===== src/rtl/vga_pkg.sv =====
`default_nettype none
// ============================================================================
// Module      : vga_pkg
// Description : Shared types, mode presets and helpers for the VGA timing path.
// Revision    : 1.0 - initial release
// ============================================================================

package vga_pkg;

    localparam int MAX_PIX_LAT = 8;

    // One pixel's worth of sync/enable, kept together so delay stages stay aligned.
    typedef struct packed {
        logic hs;
        logic vs;
        logic de;
    } vga_sync_t;

    typedef struct packed {
        int h_active;
        int h_fp;
        int h_sync;
        int h_bp;
        int v_active;
        int v_fp;
        int v_sync;
        int v_bp;
        bit hs_pol;
        bit vs_pol;
    } vga_mode_t;

    localparam vga_mode_t c_mode_640x480_60 = '{
        h_active: 640,  h_fp: 16, h_sync: 96,  h_bp: 48,
        v_active: 480,  v_fp: 10, v_sync: 2,   v_bp: 33,
        hs_pol:   1'b0, vs_pol: 1'b0
    };

    localparam vga_mode_t c_mode_800x600_60 = '{
        h_active: 800,  h_fp: 40, h_sync: 128, h_bp: 88,
        v_active: 600,  v_fp: 1,  v_sync: 4,   v_bp: 23,
        hs_pol:   1'b1, vs_pol: 1'b1
    };

    localparam vga_mode_t c_mode_1280x1024_60 = '{
        h_active: 1280, h_fp: 48, h_sync: 112, h_bp: 248,
        v_active: 1024, v_fp: 1,  v_sync: 3,   v_bp: 38,
        hs_pol:   1'b1, vs_pol: 1'b1
    };

    function automatic int mode_h_total(input vga_mode_t m);
        return m.h_active + m.h_fp + m.h_sync + m.h_bp;
    endfunction

    function automatic int mode_v_total(input vga_mode_t m);
        return m.v_active + m.v_fp + m.v_sync + m.v_bp;
    endfunction

    // True when a counter of the given width can reach every position 0..total-1.
    function automatic bit cnt_fits(input int total, input int width);
        return (total >= 1) && (total <= (1 << width));
    endfunction

endpackage : vga_pkg

`default_nettype wire


===== src/rtl/vga_delay_line.sv =====
`default_nettype none
// ============================================================================
// Module      : vga_delay_line
// Description : Clock-enabled shift register with a programmable reset value.
// Revision    : 1.0 - initial release
// ============================================================================

module vga_delay_line #(
    parameter int DEPTH = 2,
    parameter int WIDTH = 3
) (
    input  logic             clk,
    input  logic             rst,
    input  logic             i_ce,
    input  logic [WIDTH-1:0] i_rst_val,
    input  logic [WIDTH-1:0] i_din,
    output logic [WIDTH-1:0] o_dout
);

    if (DEPTH == 0) begin : g_bypass
        // Zero latency: the register-free path leaves the control inputs idle.
        logic w_unused_bypass;
        assign w_unused_bypass = ^{clk, rst, i_ce, i_rst_val};
        assign o_dout          = i_din;
    end else begin : g_shift
        logic [WIDTH-1:0] r_stage [DEPTH];

        always_ff @(posedge clk) begin
            if (rst) begin
                for (int i = 0; i < DEPTH; i++) begin
                    r_stage[i] <= i_rst_val;
                end
            end else if (i_ce) begin
                r_stage[0] <= i_din;
                for (int i = 1; i < DEPTH; i++) begin
                    r_stage[i] <= r_stage[i-1];
                end
            end
        end

        assign o_dout = r_stage[DEPTH-1];
    end

endmodule : vga_delay_line

`default_nettype wire


===== src/rtl/vga_timing_gen.sv =====
`default_nettype none
// ============================================================================
// Module      : vga_timing_gen
// Description : Parametrised VGA raster counter with sync/DE decode and delay.
// Revision    : 1.0 - initial release
// ============================================================================

module vga_timing_gen
    import vga_pkg::*;
#(
    parameter int CNT_W    = 12,
    parameter int H_ACTIVE = 1280,
    parameter int H_FP     = 48,
    parameter int H_SYNC   = 112,
    parameter int H_BP     = 248,
    parameter int V_ACTIVE = 1024,
    parameter int V_FP     = 1,
    parameter int V_SYNC   = 3,
    parameter int V_BP     = 38,
    parameter bit HS_POL   = 1'b1,
    parameter bit VS_POL   = 1'b1,
    parameter int PIX_LAT  = 2
) (
    input  logic             clk,
    input  logic             rst,
    input  logic             pix_ce,
    output logic [CNT_W-1:0] x,
    output logic [CNT_W-1:0] y,
    output logic             de,
    output logic             hs,
    output logic             vs,
    output logic             frame_start,
    output logic             line_start,
    output logic             hs_d,
    output logic             vs_d,
    output logic             de_d
);

    localparam int c_h_total = H_ACTIVE + H_FP + H_SYNC + H_BP;
    localparam int c_v_total = V_ACTIVE + V_FP + V_SYNC + V_BP;

    localparam logic [CNT_W-1:0] c_h_last   = CNT_W'(c_h_total - 1);
    localparam logic [CNT_W-1:0] c_v_last   = CNT_W'(c_v_total - 1);
    localparam logic [CNT_W-1:0] c_h_act    = CNT_W'(H_ACTIVE);
    localparam logic [CNT_W-1:0] c_v_act    = CNT_W'(V_ACTIVE);
    localparam logic [CNT_W-1:0] c_hs_beg   = CNT_W'(H_ACTIVE + H_FP);
    localparam logic [CNT_W-1:0] c_hs_end   = CNT_W'(H_ACTIVE + H_FP + H_SYNC);
    localparam logic [CNT_W-1:0] c_vs_beg   = CNT_W'(V_ACTIVE + V_FP);
    localparam logic [CNT_W-1:0] c_vs_end   = CNT_W'(V_ACTIVE + V_FP + V_SYNC);

    localparam vga_sync_t c_sync_idle = '{hs: ~HS_POL, vs: ~VS_POL, de: 1'b0};

    // Non-zero back porch keeps the sync end strictly inside the counter range.
    if (!cnt_fits(c_h_total, CNT_W)) begin : g_chk_h_total
        $error("vga_timing_gen: H_TOTAL %0d exceeds 2**CNT_W", c_h_total);
    end
    if (!cnt_fits(c_v_total, CNT_W)) begin : g_chk_v_total
        $error("vga_timing_gen: V_TOTAL %0d exceeds 2**CNT_W", c_v_total);
    end
    if ((H_BP < 1) || (V_BP < 1)) begin : g_chk_bp
        $error("vga_timing_gen: back porches must be at least 1");
    end
    if ((PIX_LAT < 0) || (PIX_LAT > MAX_PIX_LAT)) begin : g_chk_lat
        $error("vga_timing_gen: PIX_LAT %0d out of range", PIX_LAT);
    end

    logic [CNT_W-1:0] r_x;
    logic [CNT_W-1:0] r_y;
    vga_sync_t        r_sync;
    logic             r_frame_start;
    logic             r_line_start;

    logic [CNT_W-1:0] w_x_nxt;
    logic [CNT_W-1:0] w_y_nxt;
    logic             w_x_wrap;
    logic             w_y_wrap;
    vga_sync_t        w_sync_nxt;
    vga_sync_t        w_sync_d;

    // Decode is done on the next position so every registered flag lands with x/y.
    always_comb begin
        w_x_wrap = (r_x == c_h_last);
        w_y_wrap = (r_y == c_v_last);
        w_x_nxt  = w_x_wrap ? '0 : r_x + 1'b1;
        w_y_nxt  = r_y;
        if (w_x_wrap) begin
            w_y_nxt = w_y_wrap ? '0 : r_y + 1'b1;
        end

        w_sync_nxt.de = (w_x_nxt < c_h_act) && (w_y_nxt < c_v_act);
        w_sync_nxt.hs = ((w_x_nxt >= c_hs_beg) && (w_x_nxt < c_hs_end)) ? HS_POL : ~HS_POL;
        w_sync_nxt.vs = ((w_y_nxt >= c_vs_beg) && (w_y_nxt < c_vs_end)) ? VS_POL : ~VS_POL;
    end

    always_ff @(posedge clk) begin
        if (rst) begin
            r_x           <= c_h_last;
            r_y           <= c_v_last;
            r_sync        <= c_sync_idle;
            r_frame_start <= 1'b0;
            r_line_start  <= 1'b0;
        end else if (pix_ce) begin
            r_x           <= w_x_nxt;
            r_y           <= w_y_nxt;
            r_sync        <= w_sync_nxt;
            r_line_start  <= (w_x_nxt == '0);
            r_frame_start <= (w_x_nxt == '0) && (w_y_nxt == '0);
        end
    end

    vga_delay_line #(
        .DEPTH (PIX_LAT),
        .WIDTH ($bits(vga_sync_t))
    ) u_sync_dly (
        .clk       (clk),
        .rst       (rst),
        .i_ce      (pix_ce),
        .i_rst_val (c_sync_idle),
        .i_din     (r_sync),
        .o_dout    (w_sync_d)
    );

    assign x           = r_x;
    assign y           = r_y;
    assign de          = r_sync.de;
    assign hs          = r_sync.hs;
    assign vs          = r_sync.vs;
    assign frame_start = r_frame_start;
    assign line_start  = r_line_start;
    assign hs_d        = w_sync_d.hs;
    assign vs_d        = w_sync_d.vs;
    assign de_d        = w_sync_d.de;

endmodule : vga_timing_gen

`default_nettype wire


===== config.mk =====
export PLATFORM = sky130hd
export DESIGN_NAME = vga_timing_gen
export DESIGN_NICKNAME = d
export VERILOG_FILES = /design/src/rtl/vga_pkg.sv /design/src/rtl/vga_delay_line.sv /design/src/rtl/vga_timing_gen.sv
export SDC_FILE = /design/constraint.sdc
export NUM_CORES = 1
export LEC_CHECK = 0
export ABC_CLOCK_PERIOD_IN_PS = 4070
export BUFFER_PORTS_ARGS = -buffer_cell sky130_fd_sc_hd__buf_2
export CORE_ASPECT_RATIO = 2
export CORE_MARGIN = 4
export CORE_UTILIZATION = 50
export CTS_BUF_LIST = sky130_fd_sc_hd__clkbuf_4
export CTS_CLUSTER_DIAMETER = 150
export DETAILED_ROUTE_END_ITERATION = 6
export PLACE_DENSITY = 0.78
export REMOVE_ABC_BUFFERS = 1
export SLEW_MARGIN = 30
export SYNTH_ARGS = -nofsm -noshare
export SYNTH_HDL_FRONTEND = slang
export SYNTH_SLANG_ARGS = --single-unit

===== constraint.sdc =====
create_clock -name clk -period 4.07 [get_ports clk]
set_input_delay 0.407 -clock clk [delete_from_list [all_inputs] [get_ports clk]]
set_output_delay 0.407 -clock clk [all_outputs]
set_load 0.02 [all_outputs]

==> flow_summary_export.csv <==
group,metric,value,unit
worst_setup_path,crit_type,"reg -> reg",
final_layout,syn_to_final_growth,6.267,%
final_layout,post-route-util,0.5525,
drt,vias_per_cell,6.056,
placed_design,gp_congestion,0.9856,
final_layout,final_nets,306,
sta,hold_slack,0.4538,ns
sta,final_max_slew_viol_count,0,
clock_network,cts.hold.buffers_added,0,
final_layout,antenna_cells,0,
synthesis,ys_seq_area_frac,0.3372,
power_and_ir_drop,p_leak,0.9238,nW
die,rows,34,
worst_setup_path,reg2reg_slack,1.23,ns
hold_path,hp-class,"reg -> reg",
synthesis,synth_cells,286,
worst_setup_path,reg2reg_to,"y[7]",
worst_setup_path,crit_path_cell_trace,"ha_1 > nand3_1 > and3b_1 > nand2_1 > or3_1 > a21oi_1",
synthesis,yosys-top-cells-area,"dfxtp_1 (26%), edfxtp_1 (8.0%), nor2_1 (5.2%), nand2_1 (4.2%), a21oi_1 (3.8%)",
drt,drt_iter0_markers,46,
final_layout,final_cells,355,
drt,drc,0,
drt,wl,5747,um
synthesis,async_reset_ff_frac,0,
synthesis,yosysTopAreaCell,"dfxtp_1",
job,maxCapViolCount,0,
synthesis,yosys.cell_count.top_type,"nor2_1",
die,dieHeight,103.0,um
synthesis,synth_top_area_share,0.2573,
worst_setup_path,cp_data_required_time,4.35,ns
power_and_ir_drop,cellPowerDensity,362.2,nW/um2
worst_setup_path,slowest_delay,0.86,ns
synthesis,synth_common_cells,"nor2_1 (31), dfxtp_1 (29), nand2_1 (25)",
grt,grt_pass1_wl,9784,um
die,die-area,5715,um2
sta,max_slew_margin,0.3948,
worst_setup_path,critPathCaptureType,"register",
power_and_ir_drop,vdd_drop_max,0.2056,mV
worst_setup_path,cp-startpoint,"x[0]",
final_layout,layout.area.seq,760.7,um2
sta,rsz0062_at_grt,"no",
worst_setup_path,timing.rr.start,"x[0]",
sta,fin_crit,2.836,ns
clock_network,path_clk_slew,0.11,ns
clock_network,htreeDepth,2,
die,die_w,55.50,um
worst_setup_path,crit_fanout,27,
sta,finalSetupViolCount,0,
die,initial_core_util,0.5199,
die,pin_count,35,
clock_network,cts_num_sinks,35,
clock_network,ctsResizeCount,0,
final_layout,nFillCells,440,
worst_setup_path,crit_path_start_kind,"register",
synthesis,yosysWarnings,0,
grt,grt_max_degree,28,
grt,antenna_found_initial,0,
worst_setup_path,cpLargestDelayFamily,"simple AND/OR/NAND/NOR gates",
grt,first_global_vias,2148,
synthesis,syn_avg_cell_area,7.888,um2
clock_network,insertion_delay,0.34,ns
die,core_area,4339,um2
synthesis,synth_seq_cells,35,
clock_network,clockRootBuffer,"clkbuf_4",
sta,finClkSkew,0.01141,ns
placed_design,dp.cells,347,
synthesis,yosysUniqueCellTypes,60,
grt,grt_overflow_total,0,
final_layout,drive_gt1_frac,0.1761,
worst_setup_path,cp.depth,6,
sta,period_share,0.6968,
synthesis,synthFlopType,"dfxtp_1",
worst_setup_path,setup.worst_path.end,"y[7]",
clock_network,cts_tree,"built",
sta,worst_pin_slew,0.9078,ns
placed_design,io_buffers,34,
run_status,status,"completed",
worst_setup_path,r2r.worst_path.cells,6,
synthesis,synth-edff-count,6,
drt,postRouteAntennaNets,0,
clock_network,clock_path_buffers,2,
synthesis,syn_area,2256,um2
worst_setup_path,critPathBufInv,0,
placed_design,hpwl,4261,um
final_layout,multiInputGateArea,1313,um2
worst_setup_path,crit_slowest_cell,"and3b_1",
sta,setup_tns,0,ns
grt,grt_usage,0.2140,
drt,avgRoutedWirePerCell,16.19,um
clock_network,post_cts_buffers,0,
sta,fmax,352.6,MHz
clock_network,cts_buffers,5,
worst_setup_path,critPathArrivalTime,3.12,ns
drt,firstDrtPassIters,4,
sta,hold_viol,0,
drt,num_vias,2150,
==> worst register-to-register path, delay by kind of cell, from the launching register on <==
kind                       cells  cell delay, ns
and+or+nand+nor                4            1.88
DFF                            1            0.45
adders and majority gates      1            0.30
AOI/OAI and AO/OA              1            0.15
==> power by group <==
group / internal [mW] / leakage [nW] / switching, mW
combinational: 0.0950 / 0.590 / 0.170
clock: 0.0707 / 0.0307 / 0.117
sequential: 0.373 / 0.303 / 0.0430
==> layout by cell type (no fill, tap or decap), types with 2 or more instances in the layout <==
master	n
ha_1	3
buf_2	34
nand3_1	16
nor3_1	10
nor3b_1	2
and3_1	9
a21oi_1	17
edfxtp_1	6
clkinv_1	3
nand4_1	9
a211o_1	3
and2_1	9
inv_1	8
a211oi_1	2
nand2_1	25
xor2_1	7
nand2b_1	2
o32ai_1	2
o21ai_0	14
o22ai_1	3
nor2_2	2
o21a_1	2
a31oi_1	7
xnor2_1	3
nor2_1	31
o31ai_1	3
or3_1	3
a22oi_1	4
dfxtp_1	29
a32o_1	2
clkbuf_4	6
==> sequential cells by signal, indices dropped and copies added (netlist names) <==
signal / flops
de: 1
frame_start: 1
hs: 1
line_start: 1
u_sync_dly.g_shift.r_stage: 6
vs: 1
x: 12
y: 12
==> kinds of logic (layout without fill, tap and decap cells) <==
| kind of cell | after synthesis | count (layout) | synth area share |
|---|---|---|---|
| buffers and inverters | 36 | 51 | 0.08097 |
| AO/OA/AOI/OAI | 70 | 70 | 0.2097 |
| flip-flops | 35 | 35 | 0.3372 |
| adder cells (fa/ha/maj) | 3 | 3 | 0.01664 |
| XOR/XNOR | 10 | 10 | 0.03883 |
| AND/OR/NAND/NOR | 132 | 132 | 0.3167 |
==> per-stage QoR <==
step | power, mW | worst slack, ns | instance area (um2)
detailed placement | 0.6869 | 1.285 | 2345
global route | 0.9218 | 0.9867 | 2397
floorplan | 0.6060 | 1.569 | 2107
finish | 0.8682 | 1.234 | 2397
global placement | 0.6818 | 1.427 | 2345
CTS | 0.8722 | 1.254 | 2397
==> how the worst min path moves through the flow <==
stage | end | slack, ns | cells past startpoint | startpoint
after floorplan | y[4] | 0.48 | 1 | rst
after global placement | line_start | 0.43 | 2 | line_start
after detailed placement | line_start | 0.44 | 2 | line_start
after CTS | line_start | 0.46 | 2 | line_start
after global routing | de | 0.51 | 2 | de
final | line_start | 0.45 | 2 | line_start
==> metal layers <==
metal  vias to the layer above  wire length [um]  track usage  part of all wire
li1                       1056                 -            -                 -
met1                       987              2127       0.2200              0.37
met2                        84              3063       0.3932              0.53
met3                        23               306      0.03258             0.053
met4                         0               249       0.1479             0.043
met5                         -                 0            0                 0
==> cell type report <==
cell class,count,share of cell area
multi-input cells,215,0.5475
flip-flops and latches,35,0.3173
repair buffers,34,0.07098
well taps,54,0.02818
clock buffers,6,0.01879
inverters,9,0.01409
clock inverters,2,0.003132
Note: power is estimated with default switching activity, not from simulation.
